===== src/rtl/gcbp_subimage_wr_router_if.sv =====
`default_nettype none
// ============================================================================
//  Module      : gcbp_subimage_wr_router_if
//  Description : Pixel-stream input and subimage BRAM write bundle for the
//                GCBP subimage write router.
//  Revision    : 1.0 - initial release
// ============================================================================
interface gcbp_subimage_wr_router_if #(
  parameter int DATA_W  = 8,
  parameter int ADDR_W  = 15,
  parameter int NUM_SUB = 16
);
  logic               pix_valid;
  logic               pix_sof;
  logic [DATA_W-1:0]  pix_data;
  logic [NUM_SUB-1:0] sub_mask;
  logic [NUM_SUB-1:0] bram_we;
  logic [ADDR_W-1:0]  bram_addr;
  logic [DATA_W-1:0]  bram_din;
  logic               frame_busy;
  logic               frame_done;
  logic               sync_err;

  // Video source side: drives pixels and masks, observes the write port.
  modport master (
    output pix_valid, pix_sof, pix_data, sub_mask,
    input  bram_we, bram_addr, bram_din, frame_busy, frame_done, sync_err
  );

  // Router side.
  modport slave (
    input  pix_valid, pix_sof, pix_data, sub_mask,
    output bram_we, bram_addr, bram_din, frame_busy, frame_done, sync_err
  );
endinterface
`default_nettype wire


===== src/rtl/gcbp_subimage_wr_router.sv =====
`default_nettype none
// ============================================================================
//  Module      : gcbp_subimage_wr_router
//  Description : Steers a raster pixel stream into a GRID_V x GRID_H bank of
//                subimage BRAMs with registered one-hot write enables and
//                subimage-local addresses.
//  Revision    : 1.0 - initial release
// ============================================================================
module gcbp_subimage_wr_router #(
  parameter int IMG_W  = 640,
  parameter int IMG_H  = 480,
  parameter int GRID_H = 4,
  parameter int GRID_V = 4,
  parameter int DATA_W = 8,
  parameter int ADDR_W = 15
) (
  input  wire logic                   clk,
  input  wire logic                   rst,
  gcbp_subimage_wr_router_if.slave    bus
);

  localparam int c_SUB_W   = IMG_W / GRID_H;
  localparam int c_SUB_H   = IMG_H / GRID_V;
  localparam int c_NUM_SUB = GRID_H * GRID_V;

  // Counter widths; a one-entry range still gets a 1-bit counter.
  localparam int c_HORI_W = (GRID_H    > 1) ? $clog2(GRID_H)    : 1;
  localparam int c_VERT_W = (GRID_V    > 1) ? $clog2(GRID_V)    : 1;
  localparam int c_SCOL_W = (c_SUB_W   > 1) ? $clog2(c_SUB_W)   : 1;
  localparam int c_SROW_W = (c_SUB_H   > 1) ? $clog2(c_SUB_H)   : 1;
  localparam int c_IDX_W  = (c_NUM_SUB > 1) ? $clog2(c_NUM_SUB) : 1;

  localparam logic [c_HORI_W-1:0] c_HORI_MAX = c_HORI_W'(GRID_H - 1);
  localparam logic [c_VERT_W-1:0] c_VERT_MAX = c_VERT_W'(GRID_V - 1);
  localparam logic [c_SCOL_W-1:0] c_SCOL_MAX = c_SCOL_W'(c_SUB_W - 1);
  localparam logic [c_SROW_W-1:0] c_SROW_MAX = c_SROW_W'(c_SUB_H - 1);

  typedef enum logic [0:0] {
    S_IDLE   = 1'b0,
    S_ACTIVE = 1'b1
  } state_t;

  state_t                r_state;
  logic [c_HORI_W-1:0]   r_hori;
  logic [c_VERT_W-1:0]   r_vert;
  logic [c_SCOL_W-1:0]   r_sub_col;
  logic [c_SROW_W-1:0]   r_sub_row;

  logic                  w_accept;
  logic                  w_restart;
  logic                  w_last;
  logic                  w_col_end;
  logic                  w_row_end;
  logic [c_HORI_W-1:0]   w_hori;
  logic [c_VERT_W-1:0]   w_vert;
  logic [c_SCOL_W-1:0]   w_sub_col;
  logic [c_SROW_W-1:0]   w_sub_row;
  logic [c_HORI_W-1:0]   w_nxt_hori;
  logic [c_VERT_W-1:0]   w_nxt_vert;
  logic [c_SCOL_W-1:0]   w_nxt_sub_col;
  logic [c_SROW_W-1:0]   w_nxt_sub_row;
  logic [c_IDX_W-1:0]    w_idx;
  logic [31:0]           w_addr_full;
  logic [c_NUM_SUB-1:0]  w_onehot;

  // A sof pixel always lands at (0,0); otherwise it takes the running position.
  always_comb begin
    w_accept  = bus.pix_valid && (bus.pix_sof || (r_state == S_ACTIVE));
    w_restart = bus.pix_valid && bus.pix_sof && (r_state == S_ACTIVE);
    w_hori    = bus.pix_sof ? '0 : r_hori;
    w_vert    = bus.pix_sof ? '0 : r_vert;
    w_sub_col = bus.pix_sof ? '0 : r_sub_col;
    w_sub_row = bus.pix_sof ? '0 : r_sub_row;
    w_col_end = (w_sub_col == c_SCOL_MAX) && (w_hori == c_HORI_MAX);
    w_row_end = (w_sub_row == c_SROW_MAX) && (w_vert == c_VERT_MAX);
    // A sof on the final position is a restart, never a completion.
    w_last    = w_col_end && w_row_end && !w_restart;
    w_idx       = c_IDX_W'(32'(w_vert) * GRID_H + 32'(w_hori));
    w_addr_full = 32'(w_sub_row) * c_SUB_W + 32'(w_sub_col);
    w_onehot    = c_NUM_SUB'(1) << w_idx;
  end

  // Column pair wraps first; end of line advances the row pair.
  always_comb begin
    w_nxt_sub_col = w_sub_col + c_SCOL_W'(1);
    w_nxt_hori    = w_hori;
    w_nxt_sub_row = w_sub_row;
    w_nxt_vert    = w_vert;
    if (w_sub_col == c_SCOL_MAX) begin
      w_nxt_sub_col = '0;
      if (w_hori == c_HORI_MAX) begin
        w_nxt_hori = '0;
        if (w_sub_row == c_SROW_MAX) begin
          w_nxt_sub_row = '0;
          w_nxt_vert    = (w_vert == c_VERT_MAX) ? '0 : w_vert + c_VERT_W'(1);
        end else begin
          w_nxt_sub_row = w_sub_row + c_SROW_W'(1);
        end
      end else begin
        w_nxt_hori = w_hori + c_HORI_W'(1);
      end
    end
    if (w_last) begin
      w_nxt_sub_col = '0;
      w_nxt_hori    = '0;
      w_nxt_sub_row = '0;
      w_nxt_vert    = '0;
    end
  end

  // Frame FSM, position counters and registered write port.
  always_ff @(posedge clk) begin
    if (rst) begin
      r_state        <= S_IDLE;
      r_hori         <= '0;
      r_vert         <= '0;
      r_sub_col      <= '0;
      r_sub_row      <= '0;
      bus.bram_we    <= '0;
      bus.bram_addr  <= '0;
      bus.bram_din   <= '0;
      bus.frame_busy <= 1'b0;
      bus.frame_done <= 1'b0;
      bus.sync_err   <= 1'b0;
    end else begin
      bus.frame_busy <= (r_state == S_ACTIVE);
      bus.frame_done <= w_accept && w_last;
      bus.sync_err   <= w_restart;
      if (w_accept) begin
        r_state       <= w_last ? S_IDLE : S_ACTIVE;
        r_hori        <= w_nxt_hori;
        r_vert        <= w_nxt_vert;
        r_sub_col     <= w_nxt_sub_col;
        r_sub_row     <= w_nxt_sub_row;
        bus.bram_addr <= w_addr_full[ADDR_W-1:0];
        bus.bram_din  <= bus.pix_data;
        bus.bram_we   <= bus.sub_mask[w_idx] ? '0 : w_onehot;
      end else begin
        bus.bram_we   <= '0;
      end
    end
  end

endmodule
`default_nettype wire

===== src/flat_wrapper.sv =====
// flat-port wrapper written by rule: the top's interface ports become plain ports
module gcbp_subimage_wr_router_flat 
#(
  parameter int IMG_W  = 640,
  parameter int IMG_H  = 480,
  parameter int GRID_H = 4,
  parameter int GRID_V = 4,
  parameter int DATA_W = 8,
  parameter int ADDR_W = 15
)
  (clk, rst, bus_pix_valid, bus_pix_sof, bus_pix_data, bus_sub_mask, bus_bram_we, bus_bram_addr, bus_bram_din, bus_frame_busy, bus_frame_done, bus_sync_err);
  gcbp_subimage_wr_router_if #(.DATA_W(DATA_W), .ADDR_W(ADDR_W)) bus_i ();
  input  wire logic clk;
  input  wire logic rst;
  input wire logic [$bits(bus_i.pix_valid)-1:0] bus_pix_valid;
  input wire logic [$bits(bus_i.pix_sof)-1:0] bus_pix_sof;
  input wire logic [$bits(bus_i.pix_data)-1:0] bus_pix_data;
  input wire logic [$bits(bus_i.sub_mask)-1:0] bus_sub_mask;
  output wire logic [$bits(bus_i.bram_we)-1:0] bus_bram_we;
  output wire logic [$bits(bus_i.bram_addr)-1:0] bus_bram_addr;
  output wire logic [$bits(bus_i.bram_din)-1:0] bus_bram_din;
  output wire logic [$bits(bus_i.frame_busy)-1:0] bus_frame_busy;
  output wire logic [$bits(bus_i.frame_done)-1:0] bus_frame_done;
  output wire logic [$bits(bus_i.sync_err)-1:0] bus_sync_err;
  assign bus_i.pix_valid = bus_pix_valid;
  assign bus_i.pix_sof = bus_pix_sof;
  assign bus_i.pix_data = bus_pix_data;
  assign bus_i.sub_mask = bus_sub_mask;
  assign bus_bram_we = bus_i.bram_we;
  assign bus_bram_addr = bus_i.bram_addr;
  assign bus_bram_din = bus_i.bram_din;
  assign bus_frame_busy = bus_i.frame_busy;
  assign bus_frame_done = bus_i.frame_done;
  assign bus_sync_err = bus_i.sync_err;
  gcbp_subimage_wr_router #(.IMG_W(IMG_W), .IMG_H(IMG_H), .GRID_H(GRID_H), .GRID_V(GRID_V), .DATA_W(DATA_W), .ADDR_W(ADDR_W)) u_core (.clk(clk), .rst(rst), .bus(bus_i));
endmodule

===== config.mk =====
export PLATFORM = sky130hd
export DESIGN_NAME = gcbp_subimage_wr_router_flat
export DESIGN_NICKNAME = d
export VERILOG_FILES = /design/src/rtl/gcbp_subimage_wr_router_if.sv /design/src/rtl/gcbp_subimage_wr_router.sv /design/src/flat_wrapper.sv
export SDC_FILE = /design/constraint.sdc
export NUM_CORES = 1
export LEC_CHECK = 0
export BUFFER_PORTS_ARGS = -buffer_cell sky130_fd_sc_hd__buf_2
export CAP_MARGIN = 15
export CORE_UTILIZATION = 45
export DETAILED_ROUTE_END_ITERATION = 8
export PLACE_DENSITY = 0.66
export SYNTH_ARGS = -nofsm -noshare
export SYNTH_HDL_FRONTEND = slang
export SYNTH_SLANG_ARGS = --single-unit

===== constraint.sdc =====
create_clock -name clk -period 10.9 [get_ports clk]
set_input_delay 2.18 -clock clk [delete_from_list [all_inputs] [get_ports clk]]
set_output_delay 2.18 -clock clk [all_outputs]
set_load 0.02 [all_outputs]

# [After elaboration in Yosys (flattened, before gate mapping)]
# Index checks and enable logic that the tools add are counted.
[op_classes] mux=21 shifts=1 addsub=6 n_eq_ne=4 n_reduce_logical=11 order_cmp=1 n_bitwise=1 n_mul=1
[ops] operator="$mux W7" count=5
[ops] operator="$mux W8" count=3
[ops] operator="$mux W2" count=10
[ops] operator="$shl A1 B4 Y16 const A" count=1
[ops] operator="$add A15 B8 Y15" count=1
[ops] operator="$mul A7 B3 Y10 const B" count=1
[ops] operator="$add A8 B1 Y8 const B" count=1
[ops] operator="$eq A8 B8 Y1 const B" count=1
[ops] operator="$logic_and A1 B1 Y1" count=8
[ops] operator="$add A7 B1 Y7 const B" count=1
[ops] operator="$eq A7 B7 Y1 const B" count=1
[ops] operator="$lt A4 B5 Y1 const B" count=1
[ops] operator="$add A2 B1 Y2 const B" count=2
[ops] operator="$add A4 B2 Y4" count=1
[ops] operator="$bmux W1 S4" count=1
[ops] operator="$eq A2 B2 Y1 const B" count=2
[ops] operator="$reduce_or A3 Y1" count=1
[ops] operator="$mux W1" count=2
[ops] operator="$logic_not A1 Y1" count=1
[ops] operator="$logic_or A1 B1 Y1" count=1
[ops] operator="$not A1 Y1" count=1
[totals] output_inout_bits=42 regBits=62 in_bits=28 elab_cells=57

# [Logic depth before layout (Yosys ltp)]
# Gate-level depths: netlist (run 1).
[depth] word_depth=7 depth_mapped=14

# [Worst setup path before layout (run 1)]
# No wires, ideal clock.
[synth_path] path_type="input -> register" startpoint="input port bus_pix_sof" endpoint="register u_core.bus.bram_addr[12]" stages=12 required_time_ps=10814 n_path_buf=4 setup_slack_ps=5972 arrival_time_ps=4842 setup_ps=86 path_cell_list="clkbuf_1 > buf_2 > buf_1 > clkbuf_1 > nor2_1 > ha_1 > inv_1 > fa_1 > nor3b_1 > nand3_1 > xor2_1 > a211oi_1"
[synth_via] elab_chain_len=3 word_cells_on_any_way=6 classes_between="1 x add/sub; 1 x mul; 2 x mux; 2 x reduce/logical"
[synth_rtl] element="start, declared" line="flat_wrapper.sv:16" rtl="input wire logic [$bits(bus_i.pix_sof)-1:0] bus_pix_sof;"
[synth_rtl] element="$mux W7" line="gcbp_subimage_wr_router.sv:73" rtl="w_sub_row = bus.pix_sof ? '0 : r_sub_row;"
[synth_rtl] element="$mul A7 B3 Y10" line="gcbp_subimage_wr_router.sv:79" rtl="w_addr_full = 32'(w_sub_row) * c_SUB_W + 32'(w_sub_col);"
[synth_rtl] element="$add A15 B8 Y15" line="gcbp_subimage_wr_router.sv:79"
[synth_rtl] element="end signal, assigned" line="gcbp_subimage_wr_router.sv:135" rtl="bus.bram_addr <= w_addr_full[ADDR_W-1:0];"
[synth_rtl] element="end, declared" line="gcbp_subimage_wr_router_if.sv:33" rtl="output bram_we, bram_addr, bram_din, frame_busy, frame_done, sync_err"
# Several ways; a longest one is shown, not always the timed one.
# A chain may end at the register's enable or synchronous reset.

# [Worst setup path in the final report (run 1)]
[layout_path] startpoint="input port bus_pix_sof" endpoint="register u_core.bus.bram_addr[14]"
# Same word-level chain as after synthesis.

==> impl_metrics.json, run 1 <==
{
  "firstDrtPassIters": 4,
  "crit_start": "bus_pix_sof",
  "die_area_sq_um": 7579,
  "crit_required_ps": 11170,
  "final_common_cell": "buf_2",
  "crit_arrival_ps": 5180,
  "rsz0062_at_grt": "no",
  "overflow": 0,
  "clk_pin_slew_ps": 70,
  "r2r_start": "u_core.r_sub_row[0]$_SDFFE_PP0P_",
  "r2r_end": "u_core.bus.bram_addr[14]$_SDFFE_PP0P_",
  "gr-max-usage-layer": "met2",
  "period_share": 0.4509,
  "post-route-util": 0.5540,
  "drc_errors": 0,
  "final_cells": 551,
  "cts_root_buf": "clkbuf_8",
  "ys.flop_type": "dfxtp_1",
  "power.leakage_nw": 1.699,
  "num_antenna_cells": 0,
  "end_kind": "flop",
  "viasPerCell": 5.285,
  "synthCells": 395,
  "dp.cells": 537,
  "die_w_microns": 87.06,
  "cts_tree": "done",
  "outcome": "completed",
  "ir_worst_vdd_v": 0.00006338,
  "slew_violations": 0,
  "ff2ff_setup_slack_ps": 7950,
  "drive_above_1_share": 0.2132,
  "setup_tns_ps": 0,
  "antenna_found_initial": 0,
  "mostFrequentLayoutCells": "buf_2, dfxtp_1, nand2_1, nor2_1, a21oi_1",
  "synth_top_family_by_area": "simple AND/OR/NAND/NOR gates",
  "pin_count": 70,
  "synth_xor_area_frac": 0.05111,
  "critPathCapture": "u_core.bus.bram_addr[14]$_SDFFE_PP0P_",
  "r2r_cells": 11,
  "ant_nets": 0,
  "cts_sinks": 62,
  "grt_util_met2": 0.3665,
  "rows": 30,
  "htree_levels": 3,
  "core_sq_um": 6907,
  "dp_hpwl_microns": 5032,
  "clkLatencyLatePin_ps": 340,
  "powerDensity_nw_per_um2": 123.1,
  "use_met3": 0.05782,
  "drtIter0Drc": 183,
  "critical_path_class": "in2reg",
  "fin_area_sq_um": 3826,
  "fin_skew_ps": 9.349,
  "grt_first_pass_wirelength_microns": 12340,
  "place_congestion": 0.7951,
  "dpl_cell_area_sq_um": 3630,
  "async_flop_share": 0,
  "synth-adder-area-share": 0.06687,
  "ys_seq_elements": 62,
  "setup_viol": 0,
  "cts_setup_buffers": 0,
  "clockBufferDepth": 2,
  "fin_nets": 496,
  "critPathSlowestCell": "buf_2",
  "synth.cell_area_sq_um": 3256,
  "hold_path_depth": 2,
  "first_global_vias": 2714,
  "grt_use_total": 0.2127,
  "cts_resized": 0,
  "wl_microns": 7435,
  "cp_max_fo": 39,
  "cts_buffers": 9,
  "synthMuxAreaShare": 0.01384,
  "worst_pin_slew_ps": 1007,
  "hold_path.class": "reg2reg",
  "synth_fp_nets": 439,
  "synth-edff-count": 0,
  "ys_seq_area_frac": 0.3812,
  "cts_hold_buf": 0,
  "syn_to_final_growth_pct": 17.53,
  "fin_crit_ps": 4915,
  "die_h_microns": 87.06,
  "io_buffers": 69,
  "grt_max_degree": 40,
  "start_kind": "input pin",
  "crit_path_cell_trace": "buf_2 -> clkinv_1 -> nand2_1 -> inv_1 -> ha_1 -> and3_1 -> o221ai_1 -> mux2_2 -> and2_1 -> a31o_2 -> nor3_1",
  "synth-compound-area-share": 0.1610,
  "max_freq_ghz": 0.2035,
  "initial_core_util": 0.4714,
  "wire_per_inst_microns": 13.49,
  "finalHoldViolations": 0,
  "ys_warn_count": 0,
  "grt_util_met1": 0.2512,
  "maxCapViolCount": 0,
  "synth_cell_types": 55,
  "cp_slowest_stage_delay_ps": 530,
  "slew_headroom": 0.3115,
  "yosys.area_share.simple": 0.2759,
  "vias": 2912,
  "avgSynthCellArea_sq_um": 8.242
}
flip-flops by register name, summed over array words and instances, names as in the netlist, 2 cells and up:
signal / count
u_core.bus.bram_we: 16
u_core.bus.bram_addr: 15
u_core.bus.bram_din: 8
u_core.r_sub_col: 8
u_core.r_sub_row: 7
u_core.r_hori: 2
u_core.r_vert: 2
worst max-delay path, delay by kind of cell:
| family | cells | cell delay (ps) |
|---|---|---|
| compound gates | 2 | 420 |
| fa+ha+maj | 1 | 280 |
| buf+inv | 3 | 1110 |
| mux | 1 | 370 |
| simple gates | 4 | 790 |
how the worst min path moves through the flow:
stage / start / endpoint / slack [ps]
6_report: u_core.bus.bram_din[7]$_SDFFE_PP0P_ / u_core.bus.bram_din[7]$_SDFFE_PP0P_ / 450
5_1_grt: u_core.bus.bram_din[7]$_SDFFE_PP0P_ / u_core.bus.bram_din[7]$_SDFFE_PP0P_ / 470
4_1_cts: u_core.bus.bram_din[7]$_SDFFE_PP0P_ / u_core.bus.bram_din[7]$_SDFFE_PP0P_ / 450
3_5_place_dp: u_core.bus.bram_addr[9]$_SDFFE_PP0P_ / u_core.bus.bram_addr[9]$_SDFFE_PP0P_ / 440
3_3_place_gp: u_core.bus.bram_addr[8]$_SDFFE_PP0P_ / u_core.bus.bram_addr[8]$_SDFFE_PP0P_ / 440
2_1_floorplan: u_core.r_sub_col[7]$_SDFFE_PP0P_ / u_core.r_sub_col[7]$_SDFFE_PP0P_ / 430
stage by stage:
step                      power (mW)  setup slack [ps]  hold slack (ps)
after CTS                     0.4770              6036            454.2
final                         0.4708              5985            449.2
after floorplan               0.2597              5972            431.3
after global placement        0.2720              5761            437.5
after detailed placement      0.2725              5699            444.2
after global routing          0.4888              5765            467.0
layer usage:
metal / wire [microns] / part of all wire
met1: 3351 / 0.45
met2: 3552 / 0.48
met3: 420 / 0.056
met4: 110 / 0.015
met5: 0 / 0
kinds of logic (layout without fill, tap and decap cells):
| logic type | count (synthesis) | count (layout) |
|---|---|---|
| DFF | 62 | 62 |
| xor gates and xnor gates | 19 | 19 |
| muxes | 4 | 4 |
| buffers and inverters | 39 | 99 |
| adders and majority gates | 17 | 17 |
| and+or+nand+nor | 172 | 172 |
| AOI/OAI and AO/OA | 82 | 82 |
power breakdown:
| part | leakage, nW | switching [mW] | internal, mW |
|---|---|---|---|
| Clock | 0.0935 | 0.0879 | 0.115 |
| Sequential | 0.502 | 0.00186 | 0.230 |
| Combinational | 1.10 | 0.0231 | 0.0124 |
| Total | 1.70 | 0.113 | 0.358 |
cell type report:
type                       count  area, sq um
clock buffer                  11        151.4
clock inverter                 3        45.04
fill                         694         3080
inverter                      14        52.55
multi-input combinational    294         1856
sequential                    62         1241
tap                           96        120.1
timing repair buffer          71        360.3
synthesized netlist by cell type (2+ instances only):
cell / count / area [sq um]
nor2b_1: 13 / 81.33
nand4b_1: 2 / 17.52
nand3_1: 6 / 30.03
nand4_1: 4 / 25.02
o221ai_1: 3 / 26.28
o2bb2ai_1: 2 / 17.52
ha_1: 15 / 187.7
o21ai_0: 14 / 70.07
buf_6: 2 / 22.52
mux2_2: 4 / 45.04
a21oi_1: 29 / 145.1
a2111oi_0: 2 / 17.52
o32ai_1: 2 / 17.52
nand2b_1: 7 / 43.79
clkbuf_1: 21 / 78.83
xnor2_1: 14 / 122.6
a22oi_1: 6 / 45.04
inv_1: 13 / 48.80
a211oi_1: 6 / 45.04
o31ai_1: 5 / 37.54
nor2_1: 35 / 131.4
xor2_1: 5 / 43.79
nor4_1: 3 / 18.77
and3_1: 6 / 37.54
a22o_1: 2 / 17.52
dfxtp_1: 62 / 1241
nand2_1: 57 / 214.0
and2_1: 20 / 125.1
a21o_1: 3 / 22.52
a31oi_1: 2 / 12.51
nor3_1: 6 / 30.03
No activity file was read; power rests on OpenSTA's default activity.
==> inputs of run 2 (changes only) <==
--- a/config.mk
+++ b/config.mk
@@ -9,7 +9,7 @@
 export CAP_MARGIN = 15
 export CORE_UTILIZATION = 45
 export DETAILED_ROUTE_END_ITERATION = 8
-export PLACE_DENSITY = 0.66
+export PLACE_DENSITY = 0.69
 export SYNTH_ARGS = -nofsm -noshare
 export SYNTH_HDL_FRONTEND = slang
 export SYNTH_SLANG_ARGS = --single-unit
==> constraint.sdc (replaced) <==
create_clock -name clk -period 4.27 [get_ports clk]
set_input_delay 0.854 -clock clk [delete_from_list [all_inputs] [get_ports clk]]
set_output_delay 0.854 -clock clk [all_outputs]
set_load 0.02 [all_outputs]
==> run 2 against run 1 <==
  * Sequential cell count did not move
  * Via count rose by 0.34%
  * Wire length rose by 0.66%
  * Worst setup slack worse by 5000 ps
  * Register-to-register slack worse by 6600 ps
  * Core utilization grew 0.25 points
==> impl_metrics.json, run 2 (same netlist as run 1, synthesis figures left out) <==
{
  "hold_end": "u_core.bus.bram_addr[5]$_SDFFE_PP0P_",
  "pin_count": 70,
  "first_global_vias": 2703,
  "hold_slack_ps": 454.2,
  "maxCapViolCount": 0,
  "viasPerCell": 5.255,
  "regArea_sq_um": 1241,
  "core_sq_um": 6907,
  "io_buffers": 69,
  "hold_path.class": "reg2reg",
  "crit_required_ps": 4540,
  "cts_tree": "done",
  "ff2ff_setup_slack_ps": 1350,
  "fin_nets": 500,
  "setup_tns_ps": 0,
  "drive_above_1_share": 0.2217,
  "wl_met1_microns": 3396,
  "wl_microns": 7484,
  "cts_setup_buffers": 0,
  "grt_use_total": 0.2086,
  "largest_reg_flops": 16,
  "fillerInstances": 721,
  "grt_max_degree": 36,
  "cts_hold_buf": 0,
  "multi_input_area_sq_um": 1856,
  "cts_buffers": 9,
  "powerDensity_nw_per_um2": 304.0,
  "period_share": 0.7654,
  "hold_path_depth": 2,
  "num_antenna_cells": 0,
  "ant_nets": 0,
  "r2r_end": "u_core.bus.bram_addr[14]$_SDFFE_PP0P_",
  "fin_crit_ps": 3268,
  "antenna_found_initial": 0,
  "power.leakage_nw": 1.724,
  "clkLatencyLatePin_ps": 350,
  "dr.max_layer_used": "met4",
  "r2r_start": "u_core.r_sub_row[0]$_SDFFE_PP0P_",
  "r2r_cells": 11,
  "critical_path_class": "in2reg",
  "firstDrtPassIters": 4,
  "initial_core_util": 0.4714,
  "place_congestion": 0.8149,
  "rows": 30,
  "slew_violations": 0,
  "end_kind": "flop",
  "final_cells": 556,
  "vias": 2922,
  "fin_area_sq_um": 3844,
  "reg.largest.list": "u_core.bus.bram_we x16, u_core.bus.bram_addr x15",
  "dpl_cell_area_sq_um": 3660,
  "largest-register": "u_core.bus.bram_we",
  "max_freq_ghz": 0.3060,
  "overflow": 0,
  "cts_resized": 0,
  "dp.cells": 541,
  "ir_worst_vdd_v": 0.0001911,
  "die_h_microns": 87.06,
  "wire_per_inst_microns": 13.46,
  "slew_headroom": 0.3063,
  "die_area_sq_um": 7579,
  "fin_skew_ps": 9.686,
  "drc_errors": 0,
  "rsz0062_at_grt": "no",
  "mostFrequentLayoutCells": "buf_2, dfxtp_1, nand2_1, nor2_1, a21oi_1",
  "cp_max_fo": 20,
  "wl_met3_microns": 405,
  "drtIter0Drc": 116,
  "clockBufferDepth": 2,
  "dp_hpwl_microns": 5260,
  "setup_viol": 0,
  "cts_sinks": 62,
  "start_kind": "input pin",
  "cts_root_buf": "clkbuf_8",
  "crit_arrival_ps": 3540,
  "finalHoldViolations": 0,
  "die_w_microns": 87.06,
  "min-delay-start": "u_core.bus.bram_addr[5]$_SDFFE_PP0P_",
  "grt_first_pass_wirelength_microns": 12320,
  "wl_met2_microns": 3502,
  "final_common_cell": "buf_2",
  "htree_levels": 3,
  "worst_pin_slew_ps": 1014,
  "syn_to_final_growth_pct": 18.06,
  "clk_pin_slew_ps": 70,
  "outcome": "completed"
}
==> run 2: cell count changes in the layout (fill, tap and decap cells not counted) <==
cell	previous run	this run
buf_4	2	6
bufinv_16	1	0
clkbuf_8	11	12
clkinv_2	0	2
clkinv_4	0	1
clkinvlp_4	2	0
==> run 2: metal layers <==
metal | vias up | track usage
met2 | 91 | 0.3572
met5 | - | 0
met1 | 1337 | 0.2487
li1 | 1477 | -
met3 | 17 | 0.04929
met4 | 0 | 0.09091
==> run 2: area by class of cell <==
class	instances	share of cell area
clock buffer	12	0.04297
timing repair buffer	75	0.1016
sequential	62	0.3229
clock inverter	3	0.004883
multi-input combinational	294	0.4827
tap	96	0.03125
inverter	14	0.01367
==> run 2: worst max-delay path: stages <==
cell and delay [ps]:
buf_2 210, nor2b_1 380, and2_1 240, ha_1 180, inv_1 50, fa_1 380, nand2b_1 160, o2bb2ai_1 160
o31ai_1 430, a211oi_1 90, a31o_2 230, nor3_1 170
==> run 2: where the power goes <==
part / switching (mW) / internal [mW]
registers: 0.00465 / 0.587
clock network: 0.231 / 0.254
logic: 0.0588 / 0.0328
total: 0.294 / 0.874
==> run 2: how the worst max path moves through the flow <==
stage	from	endpoint	slack, ps	depth (start not counted)
6_report	bus_pix_sof	u_core.bus.bram_addr[14]$_SDFFE_PP0P_	1000	12
5_1_grt	bus_pix_sof	u_core.bus.bram_addr[14]$_SDFFE_PP0P_	730	12
4_1_cts	bus_pix_sof	u_core.bus.bram_addr[14]$_SDFFE_PP0P_	1000	12
3_5_place_dp	bus_pix_sof	u_core.bus.bram_addr[14]$_SDFFE_PP0P_	650	12
3_3_place_gp	bus_pix_sof	u_core.bus.bram_addr[14]$_SDFFE_PP0P_	770	12
2_1_floorplan	bus_pix_sof	u_core.bus.bram_addr[12]$_SDFFE_PP0P_	670	12
==> run 2: metrics by stage <==
step / power [mW] / setup slack (ps) / utilization
6_report: 1.168 / 1002 / 0.5565
3_5_place_dp: 0.6967 / 654.9 / 0.5299
3_3_place_gp: 0.6958 / 769.0 / 0.5299
5_1_grt: 1.211 / 729.0 / 0.5565
2_1_floorplan: 0.6628 / 668.2 / -
4_1_cts: 1.181 / 998.4 / 0.5565
==> inputs of run 3 (changes only) <==
--- a/config.mk
+++ b/config.mk
@@ -9,7 +9,7 @@
 export CAP_MARGIN = 15
 export CORE_UTILIZATION = 45
 export DETAILED_ROUTE_END_ITERATION = 8
-export PLACE_DENSITY = 0.69
+export PLACE_DENSITY = 0.66
 export SYNTH_ARGS = -nofsm -noshare
 export SYNTH_HDL_FRONTEND = slang
 export SYNTH_SLANG_ARGS = --single-unit
==> constraint.sdc (replaced) <==
create_clock -name clk -period 3.15 [get_ports clk]
set_input_delay 0.63 -clock clk [delete_from_list [all_inputs] [get_ports clk]]
set_output_delay 0.63 -clock clk [all_outputs]
set_load 0.02 [all_outputs]
==> run 3 against run 2 <==
  * Die area unchanged
  * Via count up 1.8%
  * Clock power up 41%
  * Worst setup slack worse by 510 ps
  * Sequential power up 36%
  * Sequential share of layout area down 0.87 points
  * Sequential cell count unchanged
  * Non-clock buffer count up 12
  * Core utilization up 1.5 points
  * First-iteration DRC count down 11%
  * Largest cell class unchanged
  * Highest routed layer unchanged
==> impl_metrics.json, run 3 (same netlist as run 1, synthesis figures left out) <==
{
  "reg.largest.list": "u_core.bus.bram_we x16, u_core.bus.bram_addr x15",
  "start_kind": "input pin",
  "finalHoldViolations": 0,
  "wl_microns": 7777,
  "die_h_microns": 87.06,
  "path_buf_inv": 2,
  "drtIter0Drc": 103,
  "num_antenna_cells": 0,
  "first_global_vias": 2784,
  "die_area_sq_um": 7579,
  "cts_buffers": 9,
  "power.leakage_nw": 1.788,
  "cts_sinks": 62,
  "dr.max_layer_used": "met4",
  "swShare": 0.2535,
  "largest_reg_flops": 16,
  "cp_slowest_stage_delay_ps": 380,
  "overflow": 0,
  "viasPerCell": 5.230,
  "dpl_cell_area_sq_um": 3760,
  "setup_viol": 0,
  "worst_pin_slew_ps": 745.9,
  "cts_hold_buf": 0,
  "clkPwrFrac": 0.423,
  "wire_per_inst_microns": 13.67,
  "vias": 2976,
  "cts_tree": "done",
  "fin_nets": 512,
  "critPathSlowestCell": "fa_1",
  "cts_setup_buffers": 0,
  "setup_ws_ps": 492.4,
  "fin_area_sq_um": 3950,
  "setup_tns_ps": 0,
  "max_freq_ghz": 0.3763,
  "hold_path.class": "reg2reg",
  "crit_arrival_ps": 2920,
  "fin_skew_ps": 10.80,
  "io_buffers": 69,
  "dp_hpwl_microns": 5473,
  "slew_headroom": 0.5009,
  "crit_path_cell_trace": "buf_2 -> nor2b_1 -> and2_1 -> ha_1 -> inv_1 -> fa_1 -> nand2b_1 -> o2bb2ai_1 -> o31ai_2 -> a211oi_1 -> a31o_2 -> nor3_1",
  "crit_required_ps": 3410,
  "critical_path_class": "in2reg",
  "die_w_microns": 87.06,
  "htree_levels": 3,
  "syn_to_final_growth_pct": 21.33,
  "drc_errors": 0,
  "drive_above_1_share": 0.2452,
  "final_cells": 569,
  "firstDrtPassIters": 4,
  "ir_worst_vdd_v": 0.0002112,
  "grt_max_degree": 35,
  "cell_internal_pwr_mw": 1.208,
  "core_sq_um": 6907,
  "dp.cells": 553,
  "pin_count": 70,
  "powerDensity_nw_per_um2": 409.5,
  "wl_met2_microns": 3798,
  "power.switching_mw": 0.4100,
  "cts_resized": 0,
  "cts_root_buf": "clkbuf_8",
  "wl_met3_microns": 381,
  "grt_first_pass_wirelength_microns": 12690,
  "wl_met1_microns": 3436,
  "clockBufferDepth": 2,
  "antenna_found_initial": 0,
  "p_seq_frac": 0.496,
  "ant_nets": 0,
  "mostFrequentLayoutCells": "buf_2, dfxtp_1, nand2_1, nor2_1, a21oi_1",
  "fin_crit_ps": 2658,
  "maxCapViolCount": 0,
  "period_share": 0.8437,
  "slew_violations": 0,
  "cp_max_fo": 11,
  "rsz0062_at_grt": "no",
  "clkLatencyLatePin_ps": 340,
  "outcome": "completed",
  "crit_family": "compound AO/OA/AOI/OAI gates",
  "hold_slack_ps": 457.6,
  "initial_core_util": 0.4714,
  "largest-register": "u_core.bus.bram_we",
  "place_ws_ps": 131.3,
  "combPwrFrac": 0.080,
  "final_common_cell": "buf_2",
  "clk_pin_slew_ps": 70,
  "place_congestion": 0.8507,
  "end_kind": "flop",
  "grt_use_total": 0.2178,
  "rows": 30
}
==> run 3: changes by cell type in the layout (fill, tap and decap cells not counted), sizes merged <==
cell,previous run,this run
buf,75,87
bufinv,0,1
clkinv,4,6
clkbuf,12,10
==> run 3: worst paths after layout <==
| path | from | endpoint | slack [ps] | cells past startpoint |
|---|---|---|---|---|
| worst max-delay path | bus_pix_sof | u_core.bus.bram_addr[14]$_SDFFE_PP0P_ | 490 | 12 |
| worst min-delay path | u_core.bus.bram_din[4]$_SDFFE_PP0P_ | u_core.bus.bram_din[4]$_SDFFE_PP0P_ | 460 | 2 |
| worst max register to register | u_core.r_sub_row[1]$_SDFFE_PP0P_ | u_core.bus.bram_addr[14]$_SDFFE_PP0P_ | 500 | 10 |
| worst min register to register | u_core.bus.bram_din[4]$_SDFFE_PP0P_ | u_core.bus.bram_din[4]$_SDFFE_PP0P_ | 460 | 2 |
==> run 3: metrics by stage <==
stage | util | power (mW)
after floorplan | - | 0.8989
after global placement | 0.5444 | 0.9487
after detailed placement | 0.5444 | 0.9511
after CTS | 0.5719 | 1.633
after global routing | 0.5719 | 1.681
final | 0.5719 | 1.618
==> run 3: per-layer routing <==
| layer | vias up | global-route usage |
|---|---|---|
| li1 | 1506 | - |
| met1 | 1358 | 0.2594 |
| met2 | 98 | 0.3729 |
| met3 | 14 | 0.04171 |
| met4 | 0 | 0.1106 |
| met5 | - | 0 |
==> run 3: power by group through the flow <==
stage | logic, mW | registers (mW) | clock network [mW]
3_3_place_gp | 0.128 | 0.820 | 0
4_1_cts | 0.131 | 0.803 | 0.700
2_1_floorplan | 0.0667 | 0.832 | 0
3_5_place_dp | 0.131 | 0.821 | 0
6_report | 0.130 | 0.803 | 0.685
5_1_grt | 0.142 | 0.804 | 0.735
==> run 3: worst reg2reg max path, cell delays in order (launching register included) <==
cell	delay, ps
dfxtp_1	490
nor2b_1	320
nand2_1	160
inv_1	80
ha_1	210
and3_1	190
o221ai_1	200
mux2_2	360
and2_1	180
a31o_2	200
nor3_1	180
==> run 3: area by class of cell <==
type | count | area (sq um)
Multi-Input combinational cell | 294 | 1866
Clock buffer | 10 | 127.6
Clock inverter | 6 | 62.56
Inverter | 14 | 52.55
Fill cell | 669 | 2957
Timing Repair Buffer | 87 | 480.5
Tap cell | 96 | 120.1
Sequential cell | 62 | 1241
